File: config.mk
export PLATFORM = sky130hd
export DESIGN_NAME = branch_unit
export DESIGN_NICKNAME = d
export VERILOG_FILES = /design/src/rtl/kx_pkg.sv /design/src/rtl/branch_unit.sv
export SDC_FILE = /design/constraint.sdc
export NUM_CORES = 1
export LEC_CHECK = 0
export CORE_ASPECT_RATIO = 0.8
export CORE_UTILIZATION = 45
export DETAILED_ROUTE_END_ITERATION = 7
export PLACE_DENSITY_LB_ADDON = 0.3
export SLEW_MARGIN = 15
export SYNTH_ARGS = -nofsm -noshare
export SYNTH_HDL_FRONTEND = slang
export SYNTH_SLANG_ARGS = --single-unit
File: constraint.sdc
create_clock -name clock -period 2.2 [get_ports clock]
set_clock_uncertainty 0.05 [all_clocks]
set_input_delay 0.44 -clock clock [delete_from_list [all_inputs] [get_ports clock]]
set_output_delay 0.44 -clock clock [all_outputs]
set_load 0.01 [all_outputs]
File: src/rtl/kx_pkg.sv
// Shared definitions for the branch unit: datapath width, branch opcodes
// and controller state encoding.
package kx_pkg;

    localparam int DATA_W = 16;

    typedef enum logic [1:0] {
        OP_JMP = 2'b00,
        OP_BT  = 2'b01,
        OP_BF  = 2'b10,
        OP_RSV = 2'b11
    } br_op_e;

    typedef enum logic {
        ST_IDLE  = 1'b0,
        ST_FETCH = 1'b1
    } state_e;

endpackage

File: src/rtl/branch_unit.sv
// Branch unit: owns the program counter and the compare flag, and resolves
// JMP/BT/BF requests by fetching the inline target word that follows the branch.
module branch_unit
    import kx_pkg::*;
(
    input  logic              clock,
    input  logic              reset,
    input  logic              cmp_in,
    input  logic              cmp_we,
    input  logic              inc,
    input  logic              br_valid,
    input  logic [1:0]        br_op,
    output logic              br_ready,
    output logic              tgt_req,
    input  logic [DATA_W-1:0] tgt_data,
    input  logic              tgt_valid,
    output logic [DATA_W-1:0] pc,
    output logic              cond_flag,
    output logic              done,
    output logic              taken,
    output logic              illegal
);

    state_e              state_q, state_d;
    logic [DATA_W-1:0]   pc_q, pc_d;
    logic [DATA_W-1:0]   pc_inc;
    logic                flag_q, flag_d;
    logic                snap_q, snap_d;
    logic                done_q, done_d;
    logic                taken_q, taken_d;
    logic                illegal_q, illegal_d;
    logic                flag_now;

    assign pc_inc = pc_q + DATA_W'(1);

    // A compare written in the accept cycle is visible to that same branch.
    assign flag_now = cmp_we ? cmp_in : flag_q;

    always_comb begin
        state_d   = state_q;
        pc_d      = pc_q;
        flag_d    = flag_now;
        snap_d    = snap_q;
        done_d    = 1'b0;
        taken_d   = 1'b0;
        illegal_d = 1'b0;

        case (state_q)
            ST_IDLE: begin
                if (br_valid) begin
                    if (br_op == OP_RSV) begin
                        illegal_d = 1'b1;
                    end else begin
                        pc_d    = pc_inc;
                        state_d = ST_FETCH;
                        case (br_op)
                            OP_BT:   snap_d = flag_now;
                            OP_BF:   snap_d = ~flag_now;
                            default: snap_d = 1'b1;
                        endcase
                    end
                end else if (inc) begin
                    pc_d = pc_inc;
                end
            end
            ST_FETCH: begin
                if (tgt_valid) begin
                    pc_d    = snap_q ? tgt_data : pc_inc;
                    done_d  = 1'b1;
                    taken_d = snap_q;
                    state_d = ST_IDLE;
                end
            end
            default: state_d = ST_IDLE;
        endcase
    end

    always_ff @(posedge clock) begin
        if (reset) begin
            state_q   <= ST_IDLE;
            pc_q      <= '0;
            flag_q    <= 1'b0;
            snap_q    <= 1'b0;
            done_q    <= 1'b0;
            taken_q   <= 1'b0;
            illegal_q <= 1'b0;
        end else begin
            state_q   <= state_d;
            pc_q      <= pc_d;
            flag_q    <= flag_d;
            snap_q    <= snap_d;
            done_q    <= done_d;
            taken_q   <= taken_d;
            illegal_q <= illegal_d;
        end
    end

    assign br_ready  = (state_q == ST_IDLE);
    assign tgt_req   = (state_q == ST_FETCH);
    assign pc        = pc_q;
    assign cond_flag = flag_q;
    assign done      = done_q;
    assign taken     = taken_q;
    assign illegal   = illegal_q;

endmodule

Yosys cells after proc, flatten, opt, wreduce, memory -nomap -nowiden:

Index checks and enable logic that the tools add are counted.
Widths: inputs -> output; s select.

* input port bits: 25
* memories: 0
* output and inout port bits: 22
* register bits: 22
* memory bits (writable): 0
* bits in latches: 0
* bits in read-only memories: 0

* add/subtract/negate cells: 1
* muxes and demuxes: 14
* divide/modulo/power cells: 0
* equal/unequal tests: 6
* shifts and indexed selects: 0
* magnitude comparators: 0
* reduce and logical (&&, ||, !) cells: 5
* multipliers: 0
* bitwise gates (word level): 5

Operators with widths (number)
* $mux 16: 5
* $pmux 16 s2: 1
* $add 16x1->16 const B: 1
* $mux 1: 6
* $ne 3x3->1 const B: 2
* $reduce_and 3->1: 2
* $reduce_or 3->1: 2
* $not 1->1: 5
* $eq 2x2->1 const B: 2
* $pmux 1 s2: 2
* $eq 2x1->1 const B: 1
* $ne 2x2->1 const B: 1
* $reduce_or 2->1: 1

Depth between registers and ports, before layout:

* word-level depth: 4
* gate-level depth with buffers: 7
* gate-level depth less buffers: 5

Worst setup path before layout:

OpenSTA, ideal clock, no wires.

* path kind: in2reg
* from: input br_op[0]
* to: register pc_q[10], in the netlist pc[10]
* data required time: 2.076 ns
* setup time: 0.074 ns
* setup slack: 0.421 ns
* path buffers: 0
* cell stages on the path: 5
* data arrival time: 1.655 ns
* cell sequence: ha_1 -> and2b_1 -> o31ai_4 -> or4_1 -> a31oi_1

* longest elaborated chain between the ends: 3

Ends and longest elaborated chain
* from (decl): line branch_unit.sv:12 `input logic [1:0] br_op,`
* $eq 2x2->1: line branch_unit.sv:51 `if (br_op == OP_RSV) begin`
* $ne 3x3->1 (no source line)
* $reduce_and 3->1 (no source line)
* to (signal assigned): line branch_unit.sv:89 `pc_q <= pc_d;`
* to (decl): line branch_unit.sv:25 `logic [DATA_W-1:0] pc_q, pc_d;`

Every way passes these cells.
A chain may end at the register's enable or synchronous reset.

Final worst setup path:

Ends and elaborated chain as after synthesis.

==> results list <==
- Dividing the detail-routed wire length by the instance count gives 15.0 microns.
- Number of setup buffers added after CTS: 0
- Clock tree synthesis inserted a total of 3 buffers.
- Cell area after synthesis: 0.00141 sq mm
- The startpoint identified for the worst hold timing path is pc[10].
* Setup slack after layout: about 0.10 ns
- Setup violations remaining at the end of the flow were counted as 0.
* Endpoint required time on the critical path: 2.35 ns
* Largest incremental delay on the critical path: 0.49 ns
- At the pin with the least slew margin, the transition time is around 0.5 ns.
* Headroom to the max-slew limit: between 60% and 70%
- Summed over all cells, the static leakage comes to about 0.7 nW.
- The biggest area contributor in the post-synthesis netlist is sky130_fd_sc_hd__dfxtp_1.
- Sequential fraction of the synthesis area: between 30% and 40%
- For this run, the leading register cell type out of synthesis is sky130_fd_sc_hd__dfxtp_1.
* Portion of synthesized cell area occupied by the leading cell type: 31.3%
* Async set-or-reset flop fraction in the synthesized netlist: 0%
- Detailed-router iteration count before antenna repair: 4
* Placement Cell Area: 0.00193 sq mm
- The signal on the critical path passes through clkdlybuf4s50_1 -> ha_1 -> and2b_1 -> o31ai_4 -> buf_12 -> or4_1 -> a31oi_1.
* Post-synthesis cell count: 175
* Final standard cell count with taps included and fillers excluded: 261
* Standard-cell row count: 17
- The via count of the first global-routing pass came to 1460.
* Detailed Place HPWL: about 2.8 mm
* Routed WL: about 4 mm
* Worst vdd rail ir drop: 0.000225 V
* Source of the worst register-to-register timing path: pc[0]
* Clock root buffer: sky130_fd_sc_hd__clkbuf_8
- In the global route stage, overall resource usage came out at 25.9%.
* Final Wtd Congestion: 0.907
* Post-route ant nets: 0
- 47 I/O pins were placed.
- Final period demand of the worst path: about 2.1 ns
- After routing the design area is about 0.002 sq mm.
* Fraction of layout cells with a size suffix above 1: under 10%
- The detailed router finished its first iteration with 191 violations.
* Count of flip-flops with a built-in enable after synthesis: 0
- Effective utilization at floorplan: 49.0%
- Status: finished clean
- The first global-routing pass estimated 6.62 mm of wire.
* Kind of critical path: primary input to flop
- Input and output buffers added on the ports amount to 46.
* Count of final max-slew check failures: 0
* Die height: 52 microns
- Area growth from synthesis to layout: 41.0%
* Post-layout net count: 253
- Number of sinks on the clock net: 22
- Fin crit share: 95.5%
- Share of the core filled with cells: 69.1%
* Number of vias in the routed layout: 1555
* Biggest fanout along the worst timing path: 19
- After clock tree synthesis, the flow added hold-fix buffers numbering 0.
* Unrepaired setup endpoints after global routing: false
- Top post-synthesis cells by area: sky130_fd_sc_hd__dfxtp_1 31%, sky130_fd_sc_hd__o21ai_0 4.3%, sky130_fd_sc_hd__a21oi_1 3.9%
- Final count of hold timing violations: 0
* Arrival time at the worst endpoint: 2.25 ns
- TritonCTS built the clock tree.
- Net count after synthesis: 204
* Remaining global-route overflow: 0
- The worst setup path is captured at a flop.
* Most used standard cells in the synthesized netlist: 22 x sky130_fd_sc_hd__dfxtp_1, 14 x sky130_fd_sc_hd__nand2_1, 12 x sky130_fd_sc_hd__o21ai_0
* Areal power density over the cells: 478 mW/mm^2
- Residual DRC: 0
- sky130_fd_sc_hd__dfxtp_1 is the most common cell in the netlist.
- The synthesized design contains 22 register bits.
* Type of the worst min-delay path: flop to flop
- Synth unique cells: 50
- Core area: approximately 0.0029 sq mm
* Achievable clock frequency: 0.476 GHz
- Measured along the x axis, the die boundary spans between 60 and 70 microns.
* Maximum number of pins on one net before global-route repair: 26
- STA classifies the critical path startpoint as a primary input.
- Initial antenna violation count: 0
- After clock tree synthesis, the repair step resized 0 gates.
- Antenna Cells: 0
* Clock-pin slew on the worst setup and hold paths: 0.08 ns
* Setup crit start: br_op[0]
- Placed Cells incl. Taps: 257
- The clock passes through at most 2 buffers.
- Vias per inst: around 6.0
- Worst setup slack before clock tree synthesis: -0.177 ns
* Die ar.: around 0.0034 sq mm
* Slowest cell on crit path: sky130_fd_sc_hd__or4_1
* Average instance area after synthesis: about 8.0 sq um
- Count of H-tree levels built during CTS: 1
* Warnings from Yosys: 0
* Clock latency of the later-clocked register in the worst-skew pair: 0.27 ns
- Across the run, the number of max-cap violations was 0.
logic make-up (layout without fill, tap and decap cells):
group	after synthesis	count (layout)	share of synthesized area (%)
and+or+nand+nor	69	69	28.1
buffers and inverters	22	70	8.18
DFF	22	22	31.3
adders and majority gates	4	4	3.56
muxes	1	1	0.712
AOI/OAI and AO/OA	57	57	28.1
layout by cell type (no fill, tap or decap), types with 3 or more instances in the layout:
master	Yosys	layout
sky130_fd_sc_hd__o31a_1	3	3
sky130_fd_sc_hd__o21ai_0	12	12
sky130_fd_sc_hd__o211ai_1	4	4
sky130_fd_sc_hd__ha_1	4	4
sky130_fd_sc_hd__nor3_1	3	3
sky130_fd_sc_hd__a31oi_1	7	7
sky130_fd_sc_hd__inv_1	9	9
sky130_fd_sc_hd__clkdlybuf4s50_1	0	46
sky130_fd_sc_hd__buf_4	2	10
sky130_fd_sc_hd__nor2_1	7	7
sky130_fd_sc_hd__nand3_1	10	10
sky130_fd_sc_hd__o31ai_1	3	3
sky130_fd_sc_hd__a21oi_1	11	11
sky130_fd_sc_hd__and2_1	4	4
sky130_fd_sc_hd__nand2_1	14	14
sky130_fd_sc_hd__clkbuf_8	0	4
sky130_fd_sc_hd__nand4_1	4	4
sky130_fd_sc_hd__nor3b_1	3	3
sky130_fd_sc_hd__and4_1	4	4
sky130_fd_sc_hd__and3_1	6	6
sky130_fd_sc_hd__dfxtp_1	22	22
worst paths after layout:
path	endpoint	slack, ns	cells past startpoint
worst max-delay path	pc[10]	0.1	7
worst min-delay path	pc[10]	0.51	2
worst max register to register	pc[12]	0.34	5
worst min register to register	pc[10]	0.51	2
worst max-delay path, delay by kind of cell:
kind | cells | cell delay, ns
simple gates | 2 | 0.74
buf+inv | 2 | 0.59
compound gates | 2 | 0.25
fa+ha+maj | 1 | 0.22
layout make-up:
class | instances | area (sq um)
fill | 238 | 888
inverter | 9 | 33.8
sequential | 22 | 440
tap | 38 | 47.5
multi-input combinational | 131 | 851
timing repair buffer | 57 | 556
clock buffer | 4 | 55.1
power breakdown:
group	internal (W)	switching (W)	total, W
Sequential	0.000414	0.0000268	0.000440
Combinational	0.000118	0.0000880	0.000206
Clock	0.000160	0.000143	0.000303
Total	0.000691	0.000257	0.000948
stage by stage:
| stage | total power [W] | hold WS (ns) | setup TNS (ns) |
|---|---|---|---|
| finish | 0.000948 | 0.511 | 0 |
| floorplan | 0.000536 | 0.477 | 0 |
| global placement | 0.000645 | 0.475 | -0.488 |
| CTS | 0.000951 | 0.512 | 0 |
| global route | 0.000988 | 0.545 | 0 |
| detailed placement | 0.000652 | 0.498 | -0.911 |
flip-flops by register name (all words and copies together) (netlist names):
| name | count |
|---|---|
| pc | 16 |
| cond_flag | 1 |
| done | 1 |
| illegal | 1 |
| snap_q | 1 |
| taken | 1 |
| tgt_req | 1 |
routing by layer:
layer	vias to the layer above	track usage [%]	share of wire, %
met2	78	42.5	45
met4	0	10.4	0.87
met1	719	32.7	46
met5	-	0	0
li1	754	-	-
met3	4	6.36	8.3
Power figures use the tool's default switching activity.
